[config.mk]
export PLATFORM = sky130hd
export DESIGN_NAME = motoro3_line_pwm_gen
export DESIGN_NICKNAME = d
export VERILOG_FILES = /design/src/rtl/motoro3_line_pwm_gen.sv
export SDC_FILE = /design/constraint.sdc
export NUM_CORES = 1
export LEC_CHECK = 0
export CAP_MARGIN = 15
export CELL_PAD_IN_SITES_DETAIL_PLACEMENT = 2
export CELL_PAD_IN_SITES_GLOBAL_PLACEMENT = 2
export CORE_MARGIN = 8
export CORE_UTILIZATION = 32
export DETAILED_ROUTE_END_ITERATION = 16
export PLACE_DENSITY_LB_ADDON = 0.1
export SLEW_MARGIN = 40
export SYNTH_ARGS = -nofsm -noshare
export SYNTH_HDL_FRONTEND = slang
export SYNTH_SLANG_ARGS = --single-unit
[constraint.sdc]
create_clock -name clk -period 5.45 [get_ports clk]
set_clock_uncertainty 0.2 [all_clocks]
set_input_delay 1.3625 -clock clk [delete_from_list [all_inputs] [get_ports clk]]
set_output_delay 1.3625 -clock clk [all_outputs]
set_load 0.01 [all_outputs]
[src/rtl/motoro3_line_pwm_gen.sv]
// Line PWM generator: turns latched line parameters into a PWM waveform whose duty
// ramps linearly per period across a segment, with a step index advanced per segment.
module motoro3_line_pwm_gen #(
    parameter int unsigned SEG_PERIODS = 16,
    parameter int unsigned CONST_FRAC  = 8
) (
    input  logic        clk,
    input  logic        nRst,
    input  logic        enable,
    input  logic [7:0]  pwmLen,
    input  logic [7:0]  pwmMin,
    input  logic [3:0]  lcStep,
    input  logic [15:0] lcConst,
    output logic        pwmOut,
    output logic        periodStart,
    output logic        segDone,
    output logic [7:0]  dutyNow,
    output logic [3:0]  stepNow,
    output logic        busy,
    output logic        paramErr
);

    localparam int unsigned ACC_W   = 8 + CONST_FRAC + 1;
    localparam int unsigned SUM_W   = ACC_W + 1;
    localparam int unsigned WHOLE_W = ACC_W - CONST_FRAC;
    localparam int unsigned PER_W   = 8;

    typedef enum logic [1:0] {IDLE, LOAD, RUN, STOP} state_t;

    state_t             state, nxt_state;
    logic [7:0]         tick, nxt_tick;
    logic [PER_W-1:0]   per, nxt_per;
    logic [ACC_W-1:0]   acc, nxt_acc;
    logic [7:0]         len_l, nxt_len;
    logic [15:0]        const_l, nxt_const;
    logic [3:0]         nxt_step;
    logic [7:0]         nxt_duty;
    logic [SUM_W-1:0]   acc_sum;
    logic [ACC_W-1:0]   acc_sat;
    logic [ACC_W-1:0]   min_acc;
    logic               last_tick;
    logic               last_per;

    // Integer part of the accumulator, clamped to the period length.
    function automatic logic [7:0] clamp_duty(input logic [ACC_W-1:0] a, input logic [7:0] len);
        logic [WHOLE_W-1:0] whole;
        whole = a[ACC_W-1:CONST_FRAC];
        if (whole > WHOLE_W'(len)) begin
            return len;
        end
        return 8'(whole);
    endfunction

    assign acc_sum   = SUM_W'(acc) + SUM_W'(const_l);
    assign acc_sat   = acc_sum[ACC_W] ? {ACC_W{1'b1}} : acc_sum[ACC_W-1:0];
    assign min_acc   = ACC_W'(pwmMin) << CONST_FRAC;
    assign last_tick = (tick == len_l - 8'd1);
    assign last_per  = (per == PER_W'(SEG_PERIODS - 1));
    assign paramErr  = (state == IDLE) && enable && (pwmLen == 8'd0);

    // Next-state and next-counter decode.
    always_comb begin
        nxt_state = state;
        nxt_tick  = tick;
        nxt_per   = per;
        nxt_acc   = acc;
        nxt_len   = len_l;
        nxt_const = const_l;
        nxt_step  = stepNow;
        nxt_duty  = dutyNow;
        case (state)
            IDLE: begin
                if (enable && (pwmLen != 8'd0)) begin
                    nxt_state = LOAD;
                    nxt_len   = pwmLen;
                    nxt_const = lcConst;
                    nxt_acc   = min_acc;
                    nxt_step  = lcStep;
                    nxt_tick  = 8'd0;
                    nxt_per   = '0;
                end
            end
            LOAD: begin
                nxt_state = RUN;
                nxt_tick  = 8'd0;
                nxt_per   = '0;
                nxt_duty  = clamp_duty(acc, len_l);
            end
            RUN: begin
                if (!last_tick) begin
                    nxt_tick = tick + 8'd1;
                end else begin
                    nxt_tick = 8'd0;
                    if (last_per) begin
                        nxt_step = stepNow + 4'd1;
                        nxt_per  = '0;
                        // Back-to-back segment: parameters re-latched with no gap cycle.
                        if (enable && (pwmLen != 8'd0)) begin
                            nxt_len   = pwmLen;
                            nxt_const = lcConst;
                            nxt_acc   = min_acc;
                            nxt_duty  = clamp_duty(min_acc, pwmLen);
                        end else begin
                            nxt_state = STOP;
                        end
                    end else begin
                        nxt_acc = acc_sat;
                        nxt_per = per + PER_W'(1);
                        if (enable) begin
                            nxt_duty = clamp_duty(acc_sat, len_l);
                        end else begin
                            nxt_state = STOP;
                        end
                    end
                end
            end
            STOP: nxt_state = IDLE;
            default: nxt_state = IDLE;
        endcase
    end

    // State, counters and outputs registered from the next-cycle view.
    always_ff @(posedge clk or negedge nRst) begin
        if (!nRst) begin
            state       <= IDLE;
            tick        <= 8'd0;
            per         <= '0;
            acc         <= '0;
            len_l       <= 8'd0;
            const_l     <= 16'd0;
            pwmOut      <= 1'b0;
            periodStart <= 1'b0;
            segDone     <= 1'b0;
            dutyNow     <= 8'd0;
            stepNow     <= 4'd0;
            busy        <= 1'b0;
        end else begin
            state       <= nxt_state;
            tick        <= nxt_tick;
            per         <= nxt_per;
            acc         <= nxt_acc;
            len_l       <= nxt_len;
            const_l     <= nxt_const;
            dutyNow     <= nxt_duty;
            stepNow     <= nxt_step;
            busy        <= (nxt_state == LOAD) || (nxt_state == RUN);
            pwmOut      <= (nxt_state == RUN) && (nxt_tick < nxt_duty);
            periodStart <= (nxt_state == RUN) && (nxt_tick == 8'd0);
            segDone     <= (nxt_state == RUN) && (nxt_tick == nxt_len - 8'd1) &&
                           (nxt_per == PER_W'(SEG_PERIODS - 1));
        end
    end

endmodule

# Word level (Yosys, flattened, before mapping)

Index checks and enable logic that the tools add are counted.

Bitwise logic cells: 0
$lt $le $gt $ge: 4
$add $sub $neg: 6
Multiply operators: 0
Shift-type cells: 0
Reduce and logical (&&, ||, !) cells: 16
Equal/unequal tests: 12
Divide/modulo/power cells: 0
Muxes and demuxes: 53

Operators by type and width:

| operator                                             | count |
|---|---|
| 2-to-1 mux 8 bit                                     | 18 |
| 2-to-1 mux 17 bit                                    | 4 |
| 2-to-1 mux 16 bit                                    | 3 |
| one-hot mux 8 bit (3 select lines)                   | 2 |
| one-hot mux 17 bit (2 select lines)                  | 1 |
| one-hot mux 16 bit (2 select lines)                  | 1 |
| one-hot mux 8 bit (2 select lines)                   | 2 |
| adder 17 x 16 -> 18 bit                              | 1 |
| greater-than comparator 9 x 8 -> 1 bit               | 2 |
| adder 8 x 1 -> 8 bit (second input constant)         | 2 |
| equality test 8 x 4 -> 1 bit (second input constant) | 2 |
| equality test 8 bit                                  | 2 |
| logical NOT 8 bit                                    | 2 |
| subtractor 8 x 1 -> 8 bit (second input constant)    | 2 |
| 2-to-1 mux 1 bit                                     | 12 |
| 2-to-1 mux 4 bit                                     | 3 |
| 2-to-1 mux 2 bit                                     | 5 |
| greater-than comparator 8 bit                        | 1 |
| < comparator 8 bit                                   | 1 |
| one-hot mux 2 bit (4 select lines)                   | 1 |
| one-hot mux 4 bit (2 select lines)                   | 1 |
| nonzero test 8 bit                                   | 1 |
| logical AND 1 bit                                    | 7 |
| equality test 2 bit (second input constant)          | 3 |
| other kinds (10)                                     | 12 |

Bits in registers: 75
Bits in latches: 0
Bits in read-only memories: 0
Memories kept: 0
Logic and storage cells: 103
RAM bits: 0

# Depth between registers and ports, before layout

Depth in word-level cells: 15
Depth in mapped cells: 27

# Worst setup path after synthesis

No wires, ideal clock.

Kind: register -> register
Start point: register acc[0]
End point: register pwmOut
Buffers on the path: 1
Cell stages (with the launch flop): 25
Required time: 5.115 ns
Setup slack: -0.123 ns
Arrival time: 5.238 ns
Setup time: 0.135 ns
Cells stage by stage: dfrtp_1 -> ha_1 -> fa_1 -> a21o_1 -> a21oi_1 -> o21bai_1 -> a2111o_1 -> nand3_1 -> o21ai_0 -> a21o_1 -> a21oi_1 -> xnor2_1 -> or2_2 -> ha_1 -> nand4_1 -> o21ai_0 -> a21oi_1 -> o22ai_1 -> clkbuf_1 -> mux2_2 -> o21a_1 -> ha_1 -> nand3_1 -> o311ai_0 -> a21oi_1

Longest elaborated chain between the ends: 15

Ends and longest elaborated chain:

| element                                | line | RTL |
|---|---|---|
| start, declared                        | 33   | `logic [ACC_W-1:0] acc, nxt_acc;` |
| start signal, assigned                 | 141  | `acc <= nxt_acc;` |
| adder 17 x 16 -> 18 bit *              | 54   | `assign acc_sum = SUM_W'(acc) + SUM_W'(const_l);` |
| 2-to-1 mux 17 bit *                    | 55   | `assign acc_sat = acc_sum[ACC_W] ? {ACC_W{1'b1}} : acc_sum[ACC_W-1:0];` |
| greater-than comparator 9 x 8 -> 1 bit | 48   | `if (whole > WHOLE_W'(len)) begin` |
| 2-to-1 mux 1 bit                       | 48   |  |
| 2-to-1 mux 1 bit                       | 109  | `if (enable) begin` |
| 2-to-1 mux 1 bit                       | 94   | `if (last_per) begin` |
| 2-to-1 mux 1 bit                       | 90   | `if (!last_tick) begin` |
| 2-to-1 mux 1 bit                       | 71   | `case (state)` |
| 2-to-1 mux 8 bit *                     | 51   | `return 8'(whole);` |
| 2-to-1 mux 8 bit *                     | 109  |  |
| 2-to-1 mux 8 bit *                     | 94   |  |
| 2-to-1 mux 8 bit *                     | 90   |  |
| one-hot mux 8 bit (2 select lines) *   | 71   |  |
| < comparator 8 bit *                   | 147  | `pwmOut <= (nxt_state == RUN) && (nxt_tick < nxt_duty);` |
| logical AND 1 bit *                    | 147  |  |
| end signal, assigned                   | 147  |  |
| end, declared                          | 14   | `output logic pwmOut,` |

Mark *: on every way between the ends. The rest lies on a longest branch, timed or not. The select of a mux whose other input is x is not followed.
A chain may end at the register's enable or synchronous reset.

# Worst setup path in the final report

Start point: register acc[6]
End point: register pwmOut

The elaborated chain is that of the path after synthesis.

==> impl_metrics.yaml <==
synthesis:
  ys.flop_type: "dfrtp_1"
  yosysSeqAreaShare: 0.307
  syn_avg_cell_area_sq_um: 8.35
  synthArstFlopShare: 1.00
  syn-cell-area_sq_um: 6120
  ys_types: 75
  synth_edf_count: 0
  synthCells: 733
  yosysWarnings: 0
  synth_fp_nets: 830
  ys_ff_latch: 75
critical_path:
  slowest_delay_ps: 390
  path_buf_inv: 2
  r2r_setup_slack_ps: 130
  crit_family: "compound AO/OA/AOI/OAI gates"
  crit_top_cell: "a21o_1"
  cp-start-kind: "flip-flop"
  required_ps: 5480
  crit_type: "flip-flop to flip-flop"
  worstSetupEndpointType: "flip-flop"
  worstPathMaxFanout: 8
  crit_arrival_ps: 5350
  crit_slowest_cell: "dfrtp_1"
  crit_chain: "ha_1 -> a21o_1 -> a21o_1 -> a221o_1 -> a31oi_1 -> buf_4 -> nor2_1 -> a211o_1 -> and2_4 -> nand2b_4 -> ha_1 -> a21o_1 -> a21o_1 -> a21oi_1 -> o21ai_1 -> a21oi_1 -> o22ai_1 -> buf_4 -> mux2_4 -> o21a_1 -> ha_4 -> nand3_2 -> o311ai_2 -> a21oi_1"
global_routing:
  grt_pass1_vias: 7069
  antenna_found_initial: 0
  grt_max_degree: 50
  grt_pass1_wl_um: 40600
  grt-ovfl-total: 0
  grt_usage: 0.219
job:
  maxCapViolations: 0
layout:
  drive_above_1_share: 0.156
  final_common_cell: "nand2_1"
  nets: 934
  final_area_sq_um: 7820
  mostFrequentLayoutCells: "95 x nand2_1, 75 x dfrtp_1, 60 x buf_4, 54 x clkdlybuf4s50_1, 53 x nor2_1"
  antenna-diode-count: 0
  area_growth_pct: 27.9
  post-route-util: 0.418
pwr:
  p_seq_frac: 0.178
  p_sw_frac: 0.476
  internal_power_mw: 2.81
  p_sw_mw: 2.55
  p_total_mw: 5.36
  combPwrFrac: 0.693
  irDropWorstVdd_mv: 0.302
  p_clk_frac: 0.128
  p_leak_nw: 3.68
  power_density_nw_per_um2: 685
drt:
  ant_nets: 0
  drc: 0
  firstDrtPassIters: 4
  num_vias: 6178
  wl_per_cell_um: 23.9
  via_per_inst: 5.74
  drtIter0Drc: 291
  finalWirelength_um: 25700
run_status:
  status: "finished clean"
floorplan:
  initial_utilization: 0.327
  dieHeight_um: 154
  ios: 56
  core_sq_um: 18700
  rows: 50
  die_w_um: 154
  die_area_sq_um: 23800
timing:
  fin_ws_ps: 131
  setup_viol: 0
  worst_pin_slew_ps: 756
  period_needed_ps: 5320
  slew_headroom: 0.496
  hold_viol: 0
  slew_viol_final: 0
  finalCritPeriodShare: 0.976
  fin_setup_tns_ps: 0
  fmax_mhz: 188
  rsz0062_at_grt: "yes"
cts:
  cts.sinks: 75
  clock-root-buffer: "clkbuf_16"
  cts_max_level: 3
  max-clock-path-buffers: 2
  cts.clk_slew.worst_paths_ps: 60
  hold_buffers: 0
  cts_tree: "done"
  cts-buffers-inserted: 9
  insertion_delay_ps: 360
min_path:
  hold_path.class: "flip-flop to flip-flop"
place:
  gp_congestion: 0.892
  post-place-ws_ps: -379
  dp_hpwl_um: 20500
  place.port_buffers: 55
  dpl_cell_area_sq_um: 7280
==> registers in the layout, summed over array words and instances (netlist names) <==
signal / flops
tick: 8
acc: 17
periodStart: 1
len_l: 8
pwmOut: 1
state: 2
stepNow: 4
const_l: 16
busy: 1
dutyNow: 8
per: 8
segDone: 1
==> per-stage QoR <==
stage          instances  hold WS (ps)
3_3_place_gp        1056           263
5_1_grt             1076           323
2_1_floorplan        733           250
6_report            1076           288
4_1_cts             1072           295
3_5_place_dp        1056           283
==> synth_stat cells, drive strengths merged (11+ instances only) <==
library cell | count | share of area
a21o | 22 | 0.027
a21oi | 52 | 0.043
and3 | 11 | 0.011
clkbuf | 16 | 0.0098
dfrtp | 75 | 0.31
ha | 57 | 0.12
inv | 42 | 0.026
mux2i | 21 | 0.034
nand2 | 96 | 0.060
nand2b | 12 | 0.012
nand3 | 24 | 0.020
nand4 | 12 | 0.012
nor2 | 54 | 0.034
nor3 | 14 | 0.015
o21ai | 52 | 0.043
o22ai | 11 | 0.011
xnor2 | 22 | 0.031
==> power groups by stage <==
stage                     Clock (mW)  Sequential, mW  Combinational, mW
final                          0.687           0.956               3.72
after global routing           0.715           0.975               4.04
after CTS                      0.703           0.955               3.55
after detailed placement           0           0.962               3.41
after global placement             0           0.950               3.25
after floorplan                    0           0.888               2.03
==> kinds of logic (layout without fill, tap and decap cells) <==
| group | after synthesis | in the layout | share of synthesized area |
|---|---|---|---|
| flip-flops | 75 | 75 | 0.307 |
| buffers and inverters | 64 | 173 | 0.0442 |
| AO/OA/AOI/OAI | 215 | 215 | 0.234 |
| multiplexers | 23 | 23 | 0.0380 |
| AND/OR/NAND/NOR | 266 | 266 | 0.211 |
| XOR/XNOR | 32 | 32 | 0.0458 |
| adder cells (fa/ha/maj) | 58 | 58 | 0.120 |
==> metal layers <==
metal,wire [um],track usage,up-vias
met1,10700,0.246,3187
met3,589,0.0231,29
met5,0,0,-
li1,-,-,2882
met2,13900,0.421,80
met4,516,0.0695,0
==> cell type report <==
type	count	area (sq um)
multi-input combinational	594	4170
timing repair buffer	115	1000
clock inverter	6	88.8
fill	2071	10900
tap	234	293
inverter	42	158
clock buffer	10	239
sequential	75	1880
==> repair_timing <==
| action | in CTS | in global routing |
|---|---|---|
| setup buffers | 0 | 4 |
| gates resized for setup | 21 | 17 |
| endpoints found under the setup margin | 1 | 1 |
| pin swaps | 5 | 19 |
==> tightest hold or removal path, cell delays in order, from the launching register on <==
cell	delay [ps]
dfrtp_1	350
nand2_1	50
nand2_1	60
==> final timing paths <==
kind	depth (start not counted)	startpoint	end
max in group asynchronous	2	nRst	acc[0]
min reg2reg	2	const_l[2]	const_l[2]
min in group asynchronous	1	nRst	tick[3]
min	2	const_l[2]	const_l[2]
max reg2reg	24	acc[6]	pwmOut
max	24	acc[6]	pwmOut
(Power assumes the default switching activity.)
